==> src/rtl/wb_project_selector.sv <==
// Wishbone-controlled selector: routes one wrapped project's pads out, holds the others in reset,
// and guards every switch-over with a tristated reset window. SELECTOR_WATCHDOG_EN adds the WDT register.
module wb_project_selector #(
    parameter int          NUM_PROJECTS = 4,
    parameter int          IO_WIDTH     = 38,
    parameter logic [31:0] BASE_ADDR    = 32'h3000_0000,
    parameter int          GUARD_CYCLES = 16
) (
    input  logic                             wb_clk_i,
    input  logic                             wb_rst_i,
    input  logic                             wbs_cyc_i,
    input  logic                             wbs_stb_i,
    input  logic                             wbs_we_i,
    input  logic [3:0]                       wbs_sel_i,
    input  logic [31:0]                      wbs_adr_i,
    input  logic [31:0]                      wbs_dat_i,
    output logic                             wbs_ack_o,
    output logic [31:0]                      wbs_dat_o,
    input  logic [NUM_PROJECTS*IO_WIDTH-1:0] proj_io_out,
    input  logic [NUM_PROJECTS*IO_WIDTH-1:0] proj_io_oeb,
    output logic [NUM_PROJECTS-1:0]          proj_rst,
    output logic [IO_WIDTH-1:0]              io_out,
    output logic [IO_WIDTH-1:0]              io_oeb
);
    localparam int         GW = (GUARD_CYCLES > 1) ? $clog2(GUARD_CYCLES) : 1;
    localparam logic [8:0] NP = 9'(NUM_PROJECTS);

    typedef enum logic [1:0] {ST_IDLE = 2'd0, ST_RUN = 2'd1, ST_DRAIN = 2'd2} state_t;

    state_t              r_state, r_state_next;
    logic [7:0]          r_req_sel, r_act_sel, w_act_sel_next, w_new_sel;
    logic                r_enable, r_bad_sel, r_ack;
    logic [31:0]         r_dat, w_rd_data;
    logic [15:0]         r_swcount, w_wdt_rd;
    logic [GW-1:0]       r_guard;
    logic [IO_WIDTH-1:0] r_io_out, r_io_oeb, w_sel_out, w_sel_oeb;
    logic [IO_WIDTH-1:0] w_slice_out [NUM_PROJECTS];
    logic [IO_WIDTH-1:0] w_slice_oeb [NUM_PROJECTS];
    logic                w_hit, w_req, w_ctrl_wr, w_target, w_req_ok, w_new_sel_ok;
    logic                w_drain_done, w_wdt_expire, w_wdt_fired, w_unused;

    assign w_hit        = (wbs_adr_i[31:4] == BASE_ADDR[31:4]);
    assign w_req        = wbs_cyc_i && wbs_stb_i && w_hit && !r_ack;
    assign w_ctrl_wr    = w_req && wbs_we_i && (wbs_adr_i[3:2] == 2'd0);
    assign w_new_sel    = wbs_sel_i[0] ? wbs_dat_i[7:0] : r_req_sel;
    assign w_new_sel_ok = ({1'b0, w_new_sel} < NP);
    assign w_req_ok     = ({1'b0, r_req_sel} < NP);
    assign w_target     = r_enable && w_req_ok;
    assign w_unused     = ^{wbs_adr_i[1:0], wbs_sel_i[2:1], wbs_dat_i[30:8]};

`ifdef SELECTOR_WATCHDOG_EN
    logic [15:0] r_wdt_reload, r_wdt_cnt, w_wdt_new;
    logic        r_wdt_fired, w_wdt_wr;

    assign w_wdt_wr     = w_req && wbs_we_i && (wbs_adr_i[3:2] == 2'd3);
    assign w_wdt_new    = {wbs_sel_i[1] ? wbs_dat_i[15:8] : r_wdt_reload[15:8],
                           wbs_sel_i[0] ? wbs_dat_i[7:0]  : r_wdt_reload[7:0]};
    assign w_wdt_expire = (r_state == ST_RUN) && (r_wdt_reload != 16'd0) &&
                          (r_wdt_cnt <= 16'd1) && !w_wdt_wr;
    assign w_wdt_fired  = r_wdt_fired;
    assign w_wdt_rd     = r_wdt_reload;

    always_ff @(posedge wb_clk_i or posedge wb_rst_i) begin
        if (wb_rst_i) begin
            r_wdt_reload <= '0;
            r_wdt_cnt    <= '0;
            r_wdt_fired  <= 1'b0;
        end else begin
            if (w_wdt_wr) begin
                r_wdt_reload <= w_wdt_new;
                r_wdt_cnt    <= w_wdt_new;
            end else if (r_state != ST_RUN) begin
                r_wdt_cnt <= r_wdt_reload;
            end else if (r_wdt_reload != 16'd0) begin
                r_wdt_cnt <= r_wdt_cnt - 16'd1;
            end
            if (w_ctrl_wr)    r_wdt_fired <= 1'b0;
            if (w_wdt_expire) r_wdt_fired <= 1'b1;
        end
    end
`else
    assign w_wdt_expire = 1'b0;
    assign w_wdt_fired  = 1'b0;
    assign w_wdt_rd     = 16'd0;
`endif

    always_ff @(posedge wb_clk_i or posedge wb_rst_i) begin
        if (wb_rst_i) r_state <= ST_IDLE;
        else          r_state <= r_state_next;
    end

    always_comb begin
        r_state_next = r_state;
        w_drain_done = 1'b0;
        case (r_state)
            ST_IDLE:  if (w_target) r_state_next = ST_DRAIN;
            ST_DRAIN: if (r_guard == '0) begin
                w_drain_done = 1'b1;
                r_state_next = w_target ? ST_RUN : ST_IDLE;
            end
            ST_RUN:   if (!w_target || (r_req_sel != r_act_sel) || w_wdt_expire)
                r_state_next = ST_DRAIN;
            default:  r_state_next = ST_IDLE;
        endcase
    end

    assign w_act_sel_next = w_drain_done ? r_req_sel : r_act_sel;

    genvar gi;
    generate
        for (gi = 0; gi < NUM_PROJECTS; gi++) begin : g_proj
            assign w_slice_out[gi] = proj_io_out[gi*IO_WIDTH +: IO_WIDTH];
            assign w_slice_oeb[gi] = proj_io_oeb[gi*IO_WIDTH +: IO_WIDTH];
            assign proj_rst[gi]    = !((r_state == ST_RUN) && (r_act_sel == 8'(gi)));
        end
    endgenerate

    // Select on the next act_sel so the pads come up on the same edge RUN is entered.
    always_comb begin
        w_sel_out = '0;
        w_sel_oeb = '1;
        for (int k = 0; k < NUM_PROJECTS; k++) begin
            if (w_act_sel_next == 8'(k)) begin
                w_sel_out = w_slice_out[k];
                w_sel_oeb = w_slice_oeb[k];
            end
        end
    end

    always_comb begin
        w_rd_data = 32'd0;
        case (wbs_adr_i[3:2])
            2'd0:    w_rd_data = {r_enable, 23'd0, r_req_sel};
            2'd1:    w_rd_data = {14'd0, w_wdt_fired, r_bad_sel, 6'd0, r_state, r_act_sel};
            2'd2:    w_rd_data = {16'd0, r_swcount};
            default: w_rd_data = {16'd0, w_wdt_rd};
        endcase
    end

    always_ff @(posedge wb_clk_i or posedge wb_rst_i) begin
        if (wb_rst_i) begin
            r_req_sel <= '0;
            r_enable  <= 1'b0;
            r_bad_sel <= 1'b0;
            r_act_sel <= '0;
            r_swcount <= '0;
            r_guard   <= GW'(GUARD_CYCLES - 1);
            r_ack     <= 1'b0;
            r_dat     <= '0;
            r_io_out  <= '0;
            r_io_oeb  <= '1;
        end else begin
            if (w_ctrl_wr) begin
                r_req_sel <= w_new_sel;
                if (wbs_sel_i[3]) r_enable <= wbs_dat_i[31];
            end
            if (w_wdt_expire) r_enable <= 1'b0;
            if (w_ctrl_wr && w_new_sel_ok)   r_bad_sel <= 1'b0;
            else if (r_enable && !w_req_ok)  r_bad_sel <= 1'b1;
            // Preloaded outside DRAIN so entry always starts a full guard window.
            r_guard   <= (r_state == ST_DRAIN) ? r_guard - 1'b1 : GW'(GUARD_CYCLES - 1);
            if (w_drain_done) r_swcount <= r_swcount + 16'd1;
            r_act_sel <= w_act_sel_next;
            r_ack     <= w_req;
            r_dat     <= (w_req && !wbs_we_i) ? w_rd_data : 32'd0;
            if (r_state_next == ST_RUN) begin
                r_io_out <= w_sel_out;
                r_io_oeb <= w_sel_oeb;
            end else begin
                r_io_out <= '0;
                r_io_oeb <= '1;
            end
        end
    end

    assign wbs_ack_o = r_ack;
    assign wbs_dat_o = r_dat;
    assign io_out    = r_io_out;
    assign io_oeb    = r_io_oeb;

endmodule

==> config.mk <==
export PLATFORM = sky130hd
export DESIGN_NAME = wb_project_selector
export DESIGN_NICKNAME = d
export VERILOG_FILES = /design/src/rtl/wb_project_selector.sv
export SDC_FILE = /design/constraint.sdc
export NUM_CORES = 1
export LEC_CHECK = 0
export CAP_MARGIN = 10
export CELL_PAD_IN_SITES_DETAIL_PLACEMENT = 1
export CELL_PAD_IN_SITES_GLOBAL_PLACEMENT = 1
export CORE_AREA = 2 2 191 193
export DETAILED_ROUTE_END_ITERATION = 8
export DIE_AREA = 0 0 193 195
export GPL_ROUTABILITY_DRIVEN = 0
export PLACE_DENSITY = 0.69
export RECOVER_POWER = 100
export SLEW_MARGIN = 20
export SYNTH_ARGS = -nofsm -noshare
export SYNTH_HDL_FRONTEND = slang
export SYNTH_SLANG_ARGS = --single-unit
==> constraint.sdc <==
create_clock -name wb_clk_i -period 10.1 [get_ports wb_clk_i]
set_input_delay 2.02 -clock wb_clk_i [delete_from_list [all_inputs] [get_ports wb_clk_i]]
set_output_delay 2.02 -clock wb_clk_i [all_outputs]
set_load 0.005 [all_outputs]
==> reports/qor.csv, run 1 <==
stage,metric,value,unit
run_status,status,"finished, violations left",
run_status,violations,"capacitance limit, slew limit",
yosys,ys.flop_type,dfrtp_1,
setup_path,cp_slowest_cell,clkbuf_1,
layout,stdcell_count,1605,
sta,hold_viol,0,
sta,rsz0062_at_grt,false,
sta,drv_slew,268,
sta,worst_pin_slew,3.30,ns
floorplan,rows,69,
yosys,netlist_area,0.00734,mm2
drt,drt_iter0_drc,244,
hold_path,hold_class,register to register,
drt,drc,0,
yosys,synthCells,728,
setup_path,path_cells,"nor2b_1, nand2_1, a21oi_4, clkinvlp_2, clkbuf_1, o22ai_1, a211oi_2",
global_route,first_global_vias,8255,
placement,placed_cells,1573,
layout,fin_nets,1510,
layout,drive_above_1_share,10.2,%
clocking,cts-root-buf,clkbuf_16,
setup_path,r2r-end,io_out[35]$_DFF_PP0_,
sta,min_period,6.50,ns
clocking,clock_latency,0.43,ns
placement,placed_cell_area,0.0121,mm2
placement,io_buffers,448,
yosys,synth_area_leader_cell,dfrtp_1,
clocking,numClockSinks,135,
setup_path,worst-path-max-fanout,73,
sta,finalSetupViolCount,0,
clocking,postCtsHoldBufs,0,
global_route,grt_use_total,17.1,%
yosys,yosysSeqAreaShare,46.7,%
setup_path,critical_path_required,10.34,ns
layout,area_growth,72.5,%
clocking,clockBufferDepth,2,
global_route,antenna_found_initial,2,
yosys,ys_ff_latch,135,
drt,ant_nets,0,
clocking,post_cts_buffers,0,
hold_path,hold_depth,1,
placement,dp_hpwl,24.3,mm
sta,relSlewSlack,-120,%
yosys,synth_async_sr_flop_share,100,%
layout,fillCellCount,4007,
setup_path,r2r-start,r_state[0]$_DFF_PP0_,
power_and_ir_drop,p_total,1.36,mW
yosys,yosysUniqueCellTypes,47,
sta,skew,0.0102,ns
floorplan,die_height,195,um
global_route,grt-ovfl-total,0,
setup_path,crit_path_end_kind,register,
setup_path,r2r_cells,7,
yosys,synth.most_common_cell,a211oi_1,
layout,final_area,0.0127,mm2
clocking,path_clk_slew,0.07,ns
drt,vias,7694,
floorplan,io_pins,490,
setup_path,r2r_slack,3.60,ns
sta,final.setup.tns,0,ns
setup_path,start_kind,register,
setup_path,cp.arrival,6.74,ns
layout,antenna_cells,0,
clocking,cts_tree,yes,
sta,period_share,64.3,%
global_route,grt_max_degree,75,
floorplan,die-area,0.0376,mm2
layout,fin_util,35.8,%
flow_run,drv_cap,5,
drt,wl_per_cell,20.5,um
yosys,ys_warn_count,0,
hold_path,min_from,r_guard[0]$_DFF_PP1_,
drt,vias_per_cell,4.79,
yosys,yosysTopAreaCellShare,31.7,%
global_route,grt_pass1_wl,48.8,mm
power_and_ir_drop,leakage,5.02,nW
floorplan,die_w,193,um
yosys,syn_avg_cell_area,10.1,um2
power_and_ir_drop,ir_drop,112,uV
clocking,numCtsBuffers,17,
drt,wirelength,32.9,mm
clocking,htreeDepth,4,
setup_path,crit_type,register to register,
hold_path,min_to,r_guard[0]$_DFF_PP1_,
floorplan,start_util,20.7,%
yosys,synth_edf_count,0,
drt,drt-pass1-iter-count,4,
yosys,ys_top_cells_by_area,"dfrtp_1 (32%), dfstp_2 (15%), a211oi_1 (9.6%), and3_1 (7.3%), a221oi_1 (4.5%)",
power_and_ir_drop,powerDensity,107,mW/mm2
yosys,synthTopCellsByCount,"a211oi_1 (94), dfrtp_1 (93), and3_1 (86), dfstp_2 (42), clkbuf_1 (41)",
clocking,cts_resized,0,
setup_path,critPathMaxStageDelay,1.54,ns
sta,fmax,0.154,GHz
floorplan,core_area,0.0354,mm2
## cells by family (layout without fill, tap and decap cells)
family | count (synthesis) | count (layout) | synth area share, %
buffers and inverters | 94 | 497 | 6.46
other | 1 | 14 | 0.0511
flip-flops | 135 | 135 | 46.7
AND/OR/NAND/NOR | 206 | 206 | 15.7
adder cells (fa/ha/maj) | 2 | 2 | 0.341
AO/OA/AOI/OAI | 247 | 247 | 25.1
XOR/XNOR | 25 | 25 | 2.98
multiplexers | 18 | 18 | 2.66
## sequential cells by signal, indices dropped and copies added, names as in the netlist
register and flops:
io_oeb 38, io_out 38, wbs_dat_o 18, r_swcount 16
r_act_sel 8, r_req_sel 8, r_guard 4, r_state 2
r_bad_sel 1, r_enable 1, wbs_ack_o 1
## power breakdown
group          internal, mW  switching [mW]
clock                 0.350           0.280
combinational         0.137          0.0498
sequential            0.541   0.00000000156
## how the worst max path moves through the flow
stage | startpoint | endpoint | slack (ns) | cells after the start
5_1_grt | r_state[0]$_DFF_PP0_ | io_out[35]$_DFF_PP0_ | 2.98 | 7
3_5_place_dp | wbs_adr_i[11] | r_req_sel[3]$_DFFE_PP0P_ | 5.78 | 6
3_3_place_gp | r_state[0]$_DFF_PP0_ | io_out[24]$_DFF_PP0_ | 5.33 | 7
6_report | r_state[0]$_DFF_PP0_ | io_out[35]$_DFF_PP0_ | 3.60 | 7
2_1_floorplan | wb_rst_i | io_out[0]$_DFF_PP0_ | 4.54 | 1
4_1_cts | r_act_sel[4]$_DFF_PP0_ | proj_rst[0] | 5.48 | 5
## per-stage QoR
step | setup WS [ns] | hold WS, ns
finish | 3.60 | 0.463
global route | 2.98 | 0.484
CTS | 5.48 | 0.466
detailed placement | 5.78 | 0.450
global placement | 5.33 | 0.437
floorplan | 4.54 | 0.429
## final cells by class
class                      instances  area, um2  area share, %
sequential                       135       3430           27.1
multi-input combinational        512       3470           27.4
tap                              461        577           4.55
clock inverter                    15        154           1.21
timing repair buffer             459       4580           36.2
clock buffer                      17        425           3.36
inverter                           6       26.3          0.207
## worst max-delay path, delay by kind of cell (launching register included)
kind | cells | cell delay (ns)
simple gates | 2 | 1.12
flops | 1 | 0.48
buf+inv | 2 | 3.07
compound gates | 3 | 1.55
## cells in the final DEF, fill, tap and decap left out, types with 6 or more instances in the layout
master | synthesis | layout
nor4_1 | 8 | 8
nand3_1 | 12 | 12
mux2i_1 | 8 | 8
dlygate4sd3_1 | 0 | 101
a211oi_1 | 94 | 100
and3_1 | 86 | 86
o21ai_0 | 8 | 37
clkbuf_16 | 0 | 17
a21oi_1 | 11 | 11
xnor2_1 | 22 | 22
conb_1 | 1 | 14
dfstp_2 | 42 | 42
nor2_1 | 26 | 26
inv_6 | 0 | 6
o22ai_1 | 38 | 38
nand2_1 | 37 | 37
clkdlybuf4s50_1 | 0 | 347
a221oi_1 | 38 | 38
nor3_1 | 6 | 7
nand4_1 | 7 | 7
buf_4 | 19 | 8
a211oi_2 | 20 | 14
dfrtp_1 | 93 | 93
mux2_2 | 9 | 9
## routing by layer
layer / global-route usage, % / wire length [um] / up-vias
met3: 5.10 / 2420 / 59
met5: 0 / 12 / -
met2: 30.3 / 16800 / 309
met4: 5.92 / 939 / 2
li1: - / - / 3574
met1: 19.4 / 12700 / 3750
(Power assumes the default switching activity.)
==> run 2: changes to the inputs <==
--- a/config.mk
+++ b/config.mk
@@ -8,11 +8,11 @@
 export CAP_MARGIN = 10
 export CELL_PAD_IN_SITES_DETAIL_PLACEMENT = 1
 export CELL_PAD_IN_SITES_GLOBAL_PLACEMENT = 1
-export CORE_AREA = 2 2 191 193
+export CORE_AREA = 2 2 193 195
 export DETAILED_ROUTE_END_ITERATION = 8
-export DIE_AREA = 0 0 193 195
+export DIE_AREA = 0 0 195 197
 export GPL_ROUTABILITY_DRIVEN = 0
-export PLACE_DENSITY = 0.69
+export PLACE_DENSITY = 0.68
 export RECOVER_POWER = 100
 export SLEW_MARGIN = 20
 export SYNTH_ARGS = -nofsm -noshare
==> constraint.sdc (replaced) <==
create_clock -name wb_clk_i -period 6.8 [get_ports wb_clk_i]
set_input_delay 1.36 -clock wb_clk_i [delete_from_list [all_inputs] [get_ports wb_clk_i]]
set_output_delay 1.36 -clock wb_clk_i [all_outputs]
set_load 0.005 [all_outputs]
==> run 2 against run 1 <==
  * The flow finishes with violations (DRC, capacitance limit, slew limit)
  * First-iteration DRC count decreased by 24%
  * Die area increased by 2.1%
  * Total power increased by 51%
  * Sequential power increased by 49%
  * Combinational power increased by 49%
  * Count of clock-buffer cells in the layout unchanged
  * Worst hold slack about the same
==> reports/qor.csv, run 2 (same netlist as run 1, synthesis figures left out) <==
stage,metric,value,unit,change
run_status,status,"finished, violations left",,unchanged
run_status,violations,"DRC, capacitance limit, slew limit",,"was capacitance limit, slew limit"
power_and_ir_drop,pwr-share-seq,39.4,%,was 39.9%
clocking,post_cts_buffers,0,,unchanged
power_and_ir_drop,powerDensity,161,mW/mm2,was 107 mW/mm2
sta,drv_slew,180,,was 268
global_route,grt_pass1_wl,49.4,mm,was 48.8 mm
placement,placed_cell_area,0.0121,mm2,about the same
layout,area_growth,73.2,%,was 72.5%
clocking,numCtsBuffers,17,,unchanged
setup_path,r2r-end,io_oeb[1]$_DFF_PP1_,,was io_out[35]$_DFF_PP0_
power_and_ir_drop,clkPwrFrac,47.1,%,was 46.4%
layout,final_cell_mix,"clkdlybuf4s50_1 (348), dlygate4sd3_1 (100), a211oi_1 (96)",,"was clkdlybuf4s50_1 (347), dlygate4sd3_1 (101), a211oi_1 (100)"
setup_path,start_kind,register,,unchanged
hold_path,hold_class,register to register,,unchanged
flow_run,drv_cap,4,,was 5
power_and_ir_drop,p_sw_share,24.9,%,was 24.3%
power_and_ir_drop,switching_power,508,uW,was 330 uW
floorplan,die-area,0.0384,mm2,was 0.0376 mm2
sta,finalSetupViolCount,0,,unchanged
setup_path,crit_type,register to register,,unchanged
placement,io_buffers,448,,unchanged
floorplan,rows,70,,was 69
clocking,clockBufferDepth,2,,unchanged
layout,fin_util,35.1,%,was 35.8%
power_and_ir_drop,power_frac_comb,13.6,%,was 13.7%
floorplan,io_pins,490,,unchanged
power_and_ir_drop,p_total,2.04,mW,was 1.36 mW
layout,drive_above_1_share,10.6,%,was 10.2%
drt,drt-pass1-iter-count,7,,was 4
drt,ant_nets,0,,unchanged
setup_path,r2r_cells,7,,unchanged
clocking,cts_resized,0,,unchanged
sta,fmax,0.195,GHz,was 0.154 GHz
hold_path,hold_depth,1,,unchanged
clocking,cts-root-buf,clkbuf_16,,unchanged
clocking,path_clk_slew,0.07,ns,about the same
drt,drc,1,,was 0
clocking,numClockSinks,135,,unchanged
setup_path,worst-path-max-fanout,50,,was 73
floorplan,die_w,195,um,was 193 um
clocking,clock_latency,0.43,ns,about the same
clocking,postCtsHoldBufs,0,,unchanged
drt,vias,7651,,was 7694
setup_path,r2r-start,r_state[0]$_DFF_PP0_,,unchanged
power_and_ir_drop,ir_drop,155,uV,was 112 uV
sta,relSlewSlack,-167,%,was -120%
sta,period_share,75.4,%,was 64.3%
layout,final_common_cell,clkdlybuf4s50_1,,unchanged
drt,wl_per_cell,20.4,um,was 20.5 um
sta,min_period,5.13,ns,was 6.50 ns
drt,wirelength,32.9,mm,about the same
drt,vias_per_cell,4.74,,was 4.79
sta,final.setup.tns,0,ns,unchanged
layout,final_area,0.0127,mm2,about the same
global_route,grt_use_total,16.8,%,was 17.1%
power_and_ir_drop,intPower,1.53,mW,was 1.03 mW
setup_path,cp.arrival,5.40,ns,was 6.74 ns
hold_path,min_from,r_swcount[15]$_DFFE_PP0P_,,was r_guard[0]$_DFF_PP1_
global_route,grt-ovfl-total,0,,unchanged
power_and_ir_drop,leakage,5.04,nW,was 5.02 nW
sta,holdWs,0.463,ns,about the same
sta,hold_viol,0,,unchanged
hold_path,min_to,r_swcount[15]$_DFFE_PP0P_,,was r_guard[0]$_DFF_PP1_
clocking,cts_tree,yes,,unchanged
layout,fin_nets,1511,,was 1510
global_route,grt_max_degree,87,,was 75
setup_path,r2r_slack,1.67,ns,was 3.60 ns
placement,dp_hpwl,24.6,mm,was 24.3 mm
global_route,first_global_vias,8245,,was 8255
sta,rsz0062_at_grt,false,,unchanged
setup_path,critical_path_required,7.07,ns,was 10.34 ns
floorplan,die_height,197,um,was 195 um
sta,skew,0.0143,ns,was 0.0102 ns
setup_path,crit_path_end_kind,register,,unchanged
layout,antenna_cells,0,,unchanged
global_route,antenna_found_initial,1,,was 2
floorplan,start_util,20.3,%,was 20.7%
clocking,htreeDepth,4,,unchanged
drt,drt_iter0_drc,186,,was 244
floorplan,core_area,0.0363,mm2,was 0.0354 mm2
sta,worst_pin_slew,3.99,ns,was 3.30 ns
-- run 2: changes by cell type in the layout (fill, tap and decap cells not counted), sizes merged --
cell	before	now
buf	9	10
clkdlybuf4s50	347	348
clkinv	3	4
clkinvlp	4	3
dlygate4sd3	101	100
-- run 2: worst max-delay path: stages (launching register included) --
cell and delay, ns:
dfrtp_1 0.47, nor2b_1 0.51, nand2_1 0.54, a21oi_1 1.32, clkinv_2 0.80, buf_4 0.54, a211oi_1 0.59, o21ai_0 0.18
-- run 2: power by group through the flow --
| stage | Sequential [mW] | Combinational [mW] | Clock [mW] |
|---|---|---|---|
| after floorplan | 0.818 | 0.0660 | 0 |
| after global placement | 0.818 | 0.275 | 0 |
| after detailed placement | 0.818 | 0.280 | 0 |
| after CTS | 0.804 | 0.281 | 1.00 |
| after global routing | 0.804 | 0.298 | 1.03 |
| final | 0.804 | 0.277 | 0.962 |
-- run 2: cell type report --
type | count | area [um2]
Sequential cell | 135 | 3430
Inverter | 6 | 27.5
Multi-Input combinational cell | 512 | 3490
Timing Repair Buffer | 460 | 4590
Clock buffer | 17 | 425
Tap cell | 468 | 586
Fill cell | 4109 | 23500
Clock inverter | 15 | 178
-- run 2: how the worst max path moves through the flow --
stage               slack, ns                   to  cells after the start                  from
detailed placement       2.28  io_oeb[1]$_DFF_PP1_                      7  r_state[0]$_DFF_PP0_
finish                   1.67  io_oeb[1]$_DFF_PP1_                      7  r_state[0]$_DFF_PP0_
CTS                      2.27  io_oeb[1]$_DFF_PP1_                      7  r_state[0]$_DFF_PP0_
global route             1.29  io_oeb[1]$_DFF_PP1_                      7  r_state[0]$_DFF_PP0_
floorplan                1.90  io_out[0]$_DFF_PP0_                      1              wb_rst_i
global placement         2.34  io_oeb[1]$_DFF_PP1_                      7  r_state[0]$_DFF_PP0_
-- run 2: metal layers --
metal | vias up | wire, um | GRT usage (%)
met2 | 264 | 17200 | 30.5
met5 | - | 0 | 0
met4 | 0 | 580 | 4.75
li1 | 3574 | - | -
met1 | 3774 | 13000 | 19.0
met3 | 39 | 2170 | 4.88
-- run 2: per-stage QoR --
step | std cells | setup WS [ns]
final | 1613 | 1.67
after global routing | 1613 | 1.29
after CTS | 1612 | 2.27
after detailed placement | 1580 | 2.28
after global placement | 1580 | 2.34
after floorplan | 741 | 1.90
==> run 3: changes to the inputs <==
--- a/config.mk
+++ b/config.mk
@@ -12,7 +12,7 @@
 export DETAILED_ROUTE_END_ITERATION = 8
 export DIE_AREA = 0 0 195 197
 export GPL_ROUTABILITY_DRIVEN = 0
-export PLACE_DENSITY = 0.68
+export PLACE_DENSITY = 0.7
 export RECOVER_POWER = 100
 export SLEW_MARGIN = 20
 export SYNTH_ARGS = -nofsm -noshare
==> constraint.sdc (replaced) <==
create_clock -name wb_clk_i -period 4.15 [get_ports wb_clk_i]
set_input_delay 0.83 -clock wb_clk_i [delete_from_list [all_inputs] [get_ports wb_clk_i]]
set_output_delay 0.83 -clock wb_clk_i [all_outputs]
set_load 0.005 [all_outputs]
==> run 3 against run 2 <==
  * The run ends with capacitance limit, slew limit left
  * Critical path depth down 2
  * Sequential share of layout area down 0.18 points
  * Wire length up 0.36%
  * Global-route usage down 0.21 points
  * Count of clock-buffer cells in the layout unchanged
  * Critical endpoint is now proj_rst[0]
  * Largest cell class unchanged
  * Largest power group unchanged
  * Highest routed layer unchanged
==> reports/qor.csv, run 3 (same netlist as run 1, synthesis figures left out) <==
stage,metric,value,unit,change
floorplan,die-area,0.0384,mm2,unchanged
drt,drc,0,,was 1
clocking,numCtsBuffers,17,,unchanged
setup_path,cp.arrival,2.68,ns,was 5.40 ns
clocking,cts_resized,0,,unchanged
layout,area_growth,74.3,%,was 73.2%
layout,multiInputGateArea,0.00349,mm2,unchanged
layout,fillCellCount,4106,,was 4109
clocking,cts_tree,yes,,unchanged
layout,fin_nets,1521,,was 1511
sta,skew,0.0174,ns,was 0.0143 ns
flow_run,drv_cap,1,,was 4
floorplan,core_area,0.0363,mm2,unchanged
floorplan,rows,70,,unchanged
sta,final.setup.tns,0,ns,unchanged
floorplan,start_util,20.3,%,unchanged
placement,dp_hpwl,25.3,mm,was 24.6 mm
placement,io_buffers,448,,unchanged
sta,setup_ws,0.641,ns,was 1.67 ns
power_and_ir_drop,switching_power,823,uW,was 508 uW
setup_path,cp_slowest_cell,dlygate4sd3_1,,was a21oi_1
power_and_ir_drop,clkPwrFrac,47.8,%,was 47.1%
clocking,postCtsHoldBufs,0,,unchanged
setup_path,crit_path_end_kind,output pin,,was register
drt,wl_per_cell,20.3,um,was 20.4 um
power_and_ir_drop,leakage,5.11,nW,was 5.04 nW
sta,period_share,84.6,%,
sta,worst_pin_slew,1.67,ns,was 3.99 ns
power_and_ir_drop,intPower,2.57,mW,was 1.53 mW
setup_path,cpLargestDelayFamily,simple AND/OR/NAND/NOR gates,,was compound AO/OA/AOI/OAI gates
sta,min_period,3.51,ns,
drt,drt_iter0_drc,239,,was 186
run_status,status,"finished, violations left",,unchanged
sta,drv_slew,39,,was 180
clocking,clock_latency,0.43,ns,about the same
clocking,cts-root-buf,clkbuf_16,,unchanged
sta,hold_viol,0,,unchanged
drt,vias,7764,,was 7651
global_route,gr-max-usage-layer,met2,,unchanged
setup_path,start_kind,register,,unchanged
drt,ant_nets,0,,unchanged
power_and_ir_drop,ir_drop,241,uV,was 155 uV
clocking,htreeDepth,4,,unchanged
global_route,grt_use_total,16.6,%,was 16.8%
setup_path,critPathMaxStageDelay,0.58,ns,was 1.32 ns
floorplan,die_w,195,um,unchanged
setup_path,crit_type,register to output pin,,was register to register
global_route,grt_use_met2,29.5,%,was 30.5%
layout,drive_above_1_share,11.1,%,was 10.6%
global_route,grt_pass1_wl,48.7,mm,was 49.4 mm
global_route,first_global_vias,8195,,was 8245
sta,holdWs,0.466,ns,was 0.463 ns
clocking,post_cts_buffers,0,,unchanged
drt,wirelength,33.0,mm,was 32.9 mm
global_route,grt_max_degree,76,,was 87
floorplan,die_height,197,um,unchanged
layout,final_common_cell,clkdlybuf4s50_1,,unchanged
setup_path,r2r_slack,0.79,ns,was 1.67 ns
sta,relSlewSlack,-12.1,%,was -167%
global_route,grt-ovfl-total,0,,unchanged
drt,vias_per_cell,4.78,,was 4.74
power_and_ir_drop,powerDensity,265,mW/mm2,was 161 mW/mm2
sta,finalSetupViolCount,0,,unchanged
run_status,violations,"capacitance limit, slew limit",,"was DRC, capacitance limit, slew limit"
clocking,clockBufferDepth,2,,unchanged
power_and_ir_drop,p_sw_share,24.2,%,was 24.9%
clocking,path_clk_slew,0.07,ns,about the same
setup_path,worst-path-max-fanout,4,,was 50
clocking,numClockSinks,135,,unchanged
placement,place_ws,1.05,ns,was 2.28 ns
global_route,use_met1,19.1,%,was 19.0%
layout,ff_latch_area,0.00343,mm2,unchanged
global_route,grt_use_met3,5.05,%,was 4.88%
layout,final_cell_mix,"clkdlybuf4s50_1 (349), dlygate4sd3_1 (99), a211oi_1 (98)",,"was clkdlybuf4s50_1 (348), dlygate4sd3_1 (100), a211oi_1 (96)"
floorplan,io_pins,490,,unchanged
setup_path,path_cells,"or4_4, nor3_4, nand3b_1, or3_1, dlygate4sd3_1",,"was nor2b_1, nand2_1, a21oi_1, clkinv_2, buf_4, a211oi_1, o21ai_0"
drt,drt-pass1-iter-count,4,,was 7
setup_path,critical_path_required,3.32,ns,was 7.07 ns
hold_path,hold_class,register to register,,unchanged
sta,rsz0062_at_grt,false,,unchanged
power_and_ir_drop,power_frac_comb,13.4,%,was 13.6%
global_route,antenna_found_initial,2,,was 1
sta,fmax,0.285,GHz,
power_and_ir_drop,pwr-share-seq,38.8,%,was 39.4%
setup_path,cp.buffers_inverters,1,,was 2
-- run 3: changes by cell type in the layout (fill, tap and decap cells not counted), moves of 2 or more --
cell      previous run  this run
buf_4                9        15
clkbuf_2             0         3
a211oi_1            96        98
a211oi_2            18        16
diode_2              0         2
inv_8                5         3
-- run 3: power by group through the flow --
stage          Combinational (mW)  Sequential, mW  Clock, mW
3_3_place_gp                0.455            1.34          0
6_report                    0.455            1.32       1.63
3_5_place_dp                0.464            1.34          0
5_1_grt                     0.487            1.32       1.73
2_1_floorplan               0.108            1.34          0
4_1_cts                     0.466            1.32       1.69
-- run 3: cell type report --
| class | instances | share of cell area, % |
|---|---|---|
| clock inverter | 15 | 1.58 |
| inverter | 6 | 0.205 |
| clock buffer | 17 | 3.32 |
| antenna | 2 | 0.0391 |
| sequential | 135 | 26.8 |
| tap | 468 | 4.57 |
| multi-input combinational | 512 | 27.2 |
| timing repair buffer | 470 | 36.3 |
-- run 3: metal layers --
metal	up-vias	share of wire (%)
li1	3586	-
met1	3862	40
met2	281	51
met3	35	6.7
met4	0	1.8
met5	-	0
-- run 3: per-stage QoR --
stage          util (%)  cells  total power [mW]  cell area [um2]
2_1_floorplan         -    741              1.45             7400
3_3_place_gp       33.8   1591              1.80            12300
3_5_place_dp       33.8   1591              1.80            12300
4_1_cts            35.5   1623              3.47            12900
5_1_grt            35.3   1625              3.54            12800
6_report           35.3   1625              3.40            12800
-- run 3: final timing paths --
check,from,to,cells past startpoint
setup / recovery,r_act_sel[4]$_DFF_PP0_,proj_rst[0],5
hold reg to reg,r_guard[0]$_DFF_PP1_,r_guard[0]$_DFF_PP1_,1
min in group asynchronous,wb_rst_i,io_out[13]$_DFF_PP0_,2
setup reg to reg,r_state[1]$_DFF_PP0_,io_out[12]$_DFF_PP0_,8
hold / removal,r_guard[0]$_DFF_PP1_,r_guard[0]$_DFF_PP1_,1
max in group asynchronous,wb_rst_i,r_req_sel[0]$_DFFE_PP0P_,3
